[config.mk]
export PLATFORM = sky130hd
export DESIGN_NAME = product_drain
export DESIGN_NICKNAME = d
export VERILOG_FILES = /design/src/rtl/product_drain_pkg.sv /design/src/rtl/product_drain_buffer.sv /design/src/rtl/product_drain.sv
export SDC_FILE = /design/constraint.sdc
export NUM_CORES = 1
export LEC_CHECK = 0
export BUFFER_PORTS_ARGS = -buffer_cell sky130_fd_sc_hd__buf_2
export CORE_MARGIN = 2
export CORE_UTILIZATION = 40
export DETAILED_ROUTE_END_ITERATION = 10
export PLACE_DENSITY = 0.64
export SYNTH_ARGS = -nofsm -noshare
export SYNTH_HDL_FRONTEND = slang
export SYNTH_SLANG_ARGS = --single-unit
[constraint.sdc]
create_clock -name clk -period 3.75 [get_ports clk]
set_input_delay 0.1875 -clock clk [delete_from_list [all_inputs] [get_ports clk]]
set_output_delay 0.1875 -clock clk [all_outputs]
set_load 0.02 [all_outputs]
[src/rtl/product_drain_pkg.sv]
// Shared types and dimensions for the product drain path.
package product_drain_pkg;

   localparam int DIM_C     = 4;
   localparam int DIM_A     = 4;
   localparam int ACC_WIDTH = 16;

   // Row index width; a single-row array still needs a one-bit index.
   function automatic int row_w(input int dim_c);
      return (dim_c > 1) ? $clog2(dim_c) : 1;
   endfunction

   typedef logic [DIM_A-1:0][ACC_WIDTH-1:0] prod_row_t;
   typedef prod_row_t [DIM_C-1:0]           prod_arr_t;

   typedef enum logic {
      IDLE  = 1'b0,
      DRAIN = 1'b1
   } drain_state_e;

endpackage

[src/rtl/product_drain_buffer.sv]
// Holding register for one full product array with a row-select read port.
module product_drain_buffer
   import product_drain_pkg::*;
#(
   parameter int DIM_C     = product_drain_pkg::DIM_C,
   parameter int DIM_A     = product_drain_pkg::DIM_A,
   parameter int ACC_WIDTH = product_drain_pkg::ACC_WIDTH,
   parameter int ROW_W     = row_w(DIM_C)
) (
   input  logic                                    clk,
   input  logic                                    rst_n,
   input  logic                                    capture,
   input  logic [DIM_C-1:0][DIM_A-1:0][ACC_WIDTH-1:0] load_data,
   input  logic [ROW_W-1:0]                        row_sel,
   output logic [DIM_A-1:0][ACC_WIDTH-1:0]         row_data
);

   logic [DIM_C-1:0][DIM_A-1:0][ACC_WIDTH-1:0] buf_q;

   // Array register: cleared on reset, loaded whole on a capture.
   always_ff @(posedge clk or negedge rst_n) begin
      if (!rst_n) begin
         buf_q <= '0;
      end else if (capture) begin
         buf_q <= load_data;
      end
   end

   // Row read mux; an index beyond the array reads as zero.
   always_comb begin
      row_data = '0;
      for (int i = 0; i < DIM_C; i++) begin
         if (row_sel == ROW_W'(i)) begin
            row_data = buf_q[i];
         end
      end
   end

endmodule

[src/rtl/product_drain.sv]
// Product array drain: accepts a whole array, streams it out row by row.
//
// state | meaning
// IDLE  | no array held; ready to accept a load
// DRAIN | array held; presenting row row_q on the output
module product_drain
   import product_drain_pkg::*;
#(
   parameter  int DIM_C     = product_drain_pkg::DIM_C,
   parameter  int DIM_A     = product_drain_pkg::DIM_A,
   parameter  int ACC_WIDTH = product_drain_pkg::ACC_WIDTH,
   localparam int ROW_W     = row_w(DIM_C)
) (
   input  logic                                        clk,
   input  logic                                        rst_n,
   input  logic                                        load_valid,
   output logic                                        load_ready,
   input  logic [DIM_C-1:0][DIM_A-1:0][ACC_WIDTH-1:0]  load_data,
   output logic                                        out_valid,
   input  logic                                        out_ready,
   output logic [DIM_A-1:0][ACC_WIDTH-1:0]             out_data,
   output logic [ROW_W-1:0]                            out_row,
   output logic                                        out_last,
   output logic                                        busy
);

   drain_state_e state_q, state_d;
   logic [ROW_W-1:0] row_q, row_d;
   logic capture;
   logic is_last;
   logic [DIM_A-1:0][ACC_WIDTH-1:0] row_data;

   product_drain_buffer #(
      .DIM_C     (DIM_C),
      .DIM_A     (DIM_A),
      .ACC_WIDTH (ACC_WIDTH),
      .ROW_W     (ROW_W)
   ) u_buffer (
      .clk       (clk),
      .rst_n     (rst_n),
      .capture   (capture),
      .load_data (load_data),
      .row_sel   (row_q),
      .row_data  (row_data)
   );

   // State and row counter registers.
   always_ff @(posedge clk or negedge rst_n) begin
      if (!rst_n) begin
         state_q <= IDLE;
         row_q   <= '0;
      end else begin
         state_q <= state_d;
         row_q   <= row_d;
      end
   end

   // Next state, row advance, handshakes and output presentation.
   // load_ready depends on out_ready combinationally so a new array can be
   // taken on the accepted last beat without a bubble.
   always_comb begin
      state_d    = state_q;
      row_d      = row_q;
      is_last    = (row_q == ROW_W'(DIM_C - 1));
      busy       = (state_q == DRAIN);
      out_valid  = (state_q == DRAIN);
      out_last   = (state_q == DRAIN) && is_last;
      out_row    = row_q;
      out_data   = (state_q == DRAIN) ? row_data : '0;
      load_ready = (state_q == IDLE) || ((state_q == DRAIN) && out_ready && is_last);
      capture    = load_valid && load_ready;

      case (state_q)
         IDLE: begin
            if (capture) begin
               row_d   = '0;
               state_d = DRAIN;
            end
         end
         DRAIN: begin
            if (out_ready) begin
               if (is_last) begin
                  row_d   = '0;
                  state_d = load_valid ? DRAIN : IDLE;
               end else begin
                  row_d = row_q + ROW_W'(1);
               end
            end
         end
         default: begin
            state_d = IDLE;
            row_d   = '0;
         end
      endcase
   end

endmodule

==> impl_metrics.toml, run 1 <==
[outcome]
status = "finished clean"

[yosys]
ys_ff_latch = 259
synthCells = 862
syn_nets = 1126
yosysWarnings = 0
netlist.area_leader.share_pct = 52.2
yosysUniqueCellTypes = 26
yosysTopAreaCell = "dfrtp_1"
synth.avg_cell_area_um2 = 14.4
synthesis.area_mm2 = 0.0124
yosys-top-cells-area = "dfrtp_1 (52%), mux2_4 (24%), mux2_2 (5.1%)"
yosysSeqAreaShare_pct = 52.2

[clocking]
cts_setup_buffers = 0
cts.reportedPaths.clkPinSlew_ps = 60
htreeDepth = 1
clock_latency_ps = 550
clockRootBuffer = "clkbuf_16"
cts_buffers = 28
cts.sinks = 259
clk_path_buf_depth = 3
cts_tree = "built"

[global_routing]
antenna_found_initial = 3
overflow = 0
grt_max_degree = 111
track_usage_pct = 22.4
grt_pass1_vias = 10900
grt_pass1_wl_um = 58700

[floorplan]
dieArea_mm2 = 0.0324
coreArea_mm2 = 0.0306
fp.dieW_um = 180
io_pins = 330
die_y_um = 180
core.rowCount = 64
start_util_pct = 40.6

[timing]
setup_tns_ps = 0
clock_skew_ps = 8.01
rsz0062_at_grt = "no"
max_freq_ghz = 0.319
max_slew.worst_pin.slew_ps = 912
min_period_ps = 3140
finalMaxSlewViolations = 0
finalHoldViolations = 0
setup_viol = 0
post-route-period-util_pct = 83.7
slew_headroom_pct = 39.2

[setup_path]
crit_arrival_ps = 2950
end_kind = "primary output"
required_ps = 3560
critPathKind = "reg2out"
crit_path_start_kind = "flip-flop"
cp_max_fo = 32

[cells_and_area]
drive_above_1_share_pct = 45.4
area.growth.synth_to_final_pct = 42.6
nets = 1694
fillerInstances = 2357
layout.cells.non_filler = 1849

[placement]
hpwl_um = 21000
dp.cells = 1537
io_buffer_count = 329
gp_congestion = 0.773

[route]
drc_errors = 0
ant_nets = 0
vias = 9638
wl_per_cell_um = 20.2
viasPerCell = 5.21
dr.first_iter.drc_count = 489
drtPass1Iterations = 4
routed_wl_um = 37300

[hold_path]
hold_path_class = "in2async"

[pwr]
max-vdd-ir-drop_mv = 0.579
leakage_nw = 8.70
powerDensity_mw_per_mm2 = 847

[flow_run]
cap_violations = 0
[flip-flops by register name, summed over array words and instances (netlist names)]
name,flops
out_row,2
u_buffer.buf_q,256
busy,1
[power breakdown]
part / leakage (nW) / switching [mW] / internal (mW)
Combinational: 5.14 / 3.59 / 3.50
Sequential: 3.10 / 0.849 / 4.22
Clock: 0.452 / 1.16 / 1.66
Total: 8.70 / 5.60 / 9.38
[cells in the mapped netlist]
| master | count |
|---|---|
| a21bo_4 | 1 |
| a221oi_1 | 64 |
| a32o_1 | 1 |
| and2_1 | 1 |
| buf_1 | 1 |
| buf_12 | 22 |
| buf_2 | 3 |
| buf_4 | 2 |
| buf_6 | 6 |
| clkbuf_1 | 37 |
| dfrtp_1 | 259 |
| ha_1 | 4 |
| inv_1 | 2 |
| inv_2 | 1 |
| mux2_2 | 56 |
| mux2_4 | 200 |
| mux2i_1 | 1 |
| nand2_1 | 63 |
| nand2_4 | 1 |
| nand2b_1 | 1 |
| nand3_1 | 1 |
| nor2b_1 | 4 |
| nor3b_1 | 1 |
| o21ai_0 | 87 |
| o21ai_1 | 42 |
| o31ai_1 | 1 |
[path summary, 6_finish.rpt]
path                                startpoint                   to  slack [ps]  cells after the start
hold reg to reg            u_buffer.buf_q[173]  u_buffer.buf_q[173]         500                      1
max in group asynchronous                rst_n  u_buffer.buf_q[247]        2460                      3
min in group clk                load_data[147]  u_buffer.buf_q[147]         410                      3
hold / removal                           rst_n  u_buffer.buf_q[223]         310                      2
setup / recovery                    out_row[0]          out_data[1]         610                      7
setup reg to reg                    out_row[0]  u_buffer.buf_q[122]        1220                      5
[layout by cell type, fill, tap and decap left out, drive strengths merged]
| cell type | instances |
|---|---|
| nand2b | 1 |
| ha | 4 |
| and2 | 1 |
| o31ai | 1 |
| a32o | 1 |
| dfrtp | 259 |
| nor2b | 4 |
| o21ai | 129 |
| clkinvlp | 3 |
| a21bo | 1 |
| diode | 3 |
| clkbuf | 41 |
| bufinv | 2 |
| clkinv | 4 |
| inv | 3 |
| mux2i | 1 |
| mux2 | 256 |
| buf | 350 |
| nor3b | 1 |
| nand3 | 1 |
| a221oi | 64 |
| dlygate4sd3 | 259 |
| nand2 | 64 |
[cell type report]
cell class                 count  area [um2]  area share (%)
timing repair buffer         609        4480            25.3
clock inverter                 9         103           0.580
tap                          396         495            2.80
inverter                       3        11.3          0.0636
sequential                   259        6480            36.6
clock buffer                  41         831            4.70
antenna                        3        7.51          0.0424
multi-input combinational    529        5280            29.9
[per-layer routing]
| metal | up-vias | GRT usage, % | part of all wire (%) | wire length (um) |
|---|---|---|---|---|
| li1 | 4289 | - | - | - |
| met4 | 0 | 8.32 | 3.4 | 1260 |
| met3 | 92 | 4.81 | 6.5 | 2430 |
| met5 | - | 0 | 0 | 0 |
| met2 | 417 | 38.3 | 49 | 18300 |
| met1 | 4840 | 27.8 | 41 | 15300 |
[stage by stage]
step / worst slack (ps) / hold WS (ps) / power [mW] / utilization [%] / instance area (um2)
detailed placement: 1230 / 332 / 11.8 / 46.3 / 14200
global placement: 1260 / 333 / 11.7 / 46.3 / 14200
finish: 612 / 309 / 15.0 / 57.8 / 17700
floorplan: 1620 / -108 / 9.83 / - / 12400
global route: 436 / 389 / 15.8 / 57.8 / 17700
CTS: 586 / 342 / 14.9 / 57.8 / 17700
[kinds of logic after synthesis]
kind of cell,count (synthesis),synth area share (%)
mux,257,29.4
compound gates,196,10.0
simple gates,72,2.40
buf+inv,74,5.58
fa+ha+maj,4,0.403
flops,259,52.2
[worst max-delay path, cell delays in order (launching register included)]
cell,delay (ps)
dfrtp_1,470
inv_1,150
ha_4,190
inv_2,470
buf_4,370
o21ai_0,190
o21ai_0,320
buf_2,240
[repair_timing]
| item | in CTS | in global routing |
|---|---|---|
| hold buffers | 259 | 0 |
| endpoints found under the hold margin | 367 | 0 |
| gates resized for setup | 0 | 0 |
Note: power is estimated with default switching activity, not from simulation.
==> run 2: changes to the inputs <==
PLACE_DENSITY = 0.67   (was 0.64)
clock period = 2.7 ns   (was 3.75 ns; I/O delays follow)
==> run 2 against run 1 <==
  * Clock power rose by 34%
  * Sequential power rose by 40%
  * First-iteration DRC count rose by 7.0%
  * Largest cell class unchanged
  * Highest routed layer unchanged
==> impl_metrics.toml, run 2 (synthesis results as in run 1) <==
[placement]
dp.cells = 1545
io_buffer_count = 329
hpwl_um = 21000
gp_congestion = 0.793

[setup_path]
crit_path_start_kind = "flip-flop"
cp_max_fo = 23
required_ps = 2570
max_stage_delay_ps = 430
crit_path_cell_trace = "inv_1, ha_1, nor2b_4, buf_12, a221oi_1, o21ai_1, buf_2"
crit_arrival_ps = 2440
critPathSlowestCell = "dfrtp_2"
critPathKind = "reg2out"
end_kind = "primary output"

[pwr]
power_mw = 21.0
power.share.clock_pct = 18.0
swShare_pct = 37.8
max-vdd-ir-drop_mv = 0.896
powerDensity_mw_per_mm2 = 1180
internal-power_mw = 13.1
p_comb_share_pct = 48.2
p_sw_mw = 7.92
leakage_nw = 8.76
power_frac_seq_pct = 33.8

[clocking]
htreeDepth = 1
cts_buffers = 28
clockRootBuffer = "clkbuf_16"
cts.sinks = 259
cts.reportedPaths.clkPinSlew_ps = 60
clock_latency_ps = 540
clk_path_buf_depth = 3
cts_tree = "built"

[global_routing]
antenna_found_initial = 2
grt_pass1_vias = 10800
track_usage_pct = 22.8
grt_pass1_wl_um = 59700
overflow = 0
grt_max_degree = 88

[outcome]
status = "finished clean"

[floorplan]
core.rowCount = 64
coreArea_mm2 = 0.0306
io_pins = 330
die_y_um = 180
start_util_pct = 40.6
dieArea_mm2 = 0.0324
fp.dieW_um = 180

[cells_and_area]
nets = 1704
area.growth.synth_to_final_pct = 43.6
layout.cells.non_filler = 1860
top_register = "u_buffer.buf_q"
layout_commonest_cell = "buf_2"
drive_above_1_share_pct = 45.8
largest_reg_flops = 256
final_cell_mix = "buf_2 (328), dlygate4sd3_1 (260), dfrtp_1 (258), mux2_4 (200), o21ai_0 (80)"

[hold_path]
hold_path_class = "in2async"

[timing]
finalMaxSlewViolations = 0
clock_skew_ps = 10.0
min_period_ps = 2580
max_freq_ghz = 0.388
post-route-period-util_pct = 95.5
finalHoldViolations = 0
setup_viol = 0
max_slew.worst_pin.slew_ps = 695
holdWs_ps = 196
slew_headroom_pct = 53.6

[route]
vias = 9688
routed_wl_um = 38200
drc_errors = 0
drtPass1Iterations = 5
dr.first_iter.drc_count = 523
viasPerCell = 5.21
wl_per_cell_um = 20.5
ant_nets = 0

[flow_run]
cap_violations = 0
==> run 2: changes by cell type in the layout (fill, tap and decap cells not counted), sizes merged <==
cell         change
dlygate4sd3      +1
clkbuf           +8
bufinv           -2
clkinvlp         -2
clkinv           -1
buf              +8
diode            -1
==> run 2: area by class of cell <==
type	instances	area, um2
diodes	2	5.00
clock buffers	48	877
clock inverters	4	22.5
fillers	2310	12800
inverters	3	11.3
multi-input cells	529	5300
flip-flops and latches	259	6480
well taps	396	495
repair buffers	619	4620
==> run 2: worst paths after layout <==
path                       cells past startpoint           startpoint                   to  slack (ps)
max                                            7           out_row[0]          out_data[2]         120
min                                            2                rst_n  u_buffer.buf_q[151]         200
max reg2reg                                    5           out_row[0]  u_buffer.buf_q[154]         530
min reg2reg                                    1  u_buffer.buf_q[136]  u_buffer.buf_q[136]         510
max in group asynchronous                      3                rst_n   u_buffer.buf_q[94]        1680
min in group clk                               3       load_data[245]  u_buffer.buf_q[245]         350
==> run 2: worst max-delay path, delay by kind of cell (launching register included) <==
kind                       cells  cell delay (ps)
AOI/OAI and AO/OA              2              560
adders and majority gates      1              260
buffers and inverters          3              480
DFF                            1              430
and+or+nand+nor                1              170
==> run 2: per-layer routing <==
| metal | up-vias | GRT usage, % | wire [um] |
|---|---|---|---|
| met2 | 388 | 39.1 | 18600 |
| met4 | 0 | 7.87 | 1190 |
| met5 | - | 0 | 0 |
| met1 | 4904 | 29.3 | 16300 |
| li1 | 4310 | - | - |
| met3 | 86 | 4.06 | 2100 |
==> run 2: metrics by stage <==
stage / util [%] / instance area, um2 / setup TNS (ps) / setup slack [ps]
finish: 58.2 / 17800 / 0 / 122
global placement: 46.5 / 14200 / 0 / 495
CTS: 58.0 / 17800 / 0 / 6.08
detailed placement: 46.5 / 14200 / 0 / 471
global route: 58.2 / 17800 / -2.63 / -1.83
floorplan: - / 12400 / 0 / 623
==> run 2: power by group through the flow <==
stage                     clock, mW  sequential (mW)  combinational [mW]
after floorplan                   0             6.65                7.01
after global placement            0             6.92                9.29
after detailed placement          0             6.96                9.43
after CTS                      3.83             6.95                9.86
after global routing           4.00             7.28                10.8
final                          3.78             7.09                10.1
==> run 2: timing repair <==
action | CTS | global route
pin swaps | 0 | 0
cloned | 0 | 1
setup endpoints to repair | 12 | 50
hold buffers | 260 | 0
resized for setup | 6 | 14
buffers inserted | 0 | 0
hold endpoints to repair | 339 | 0
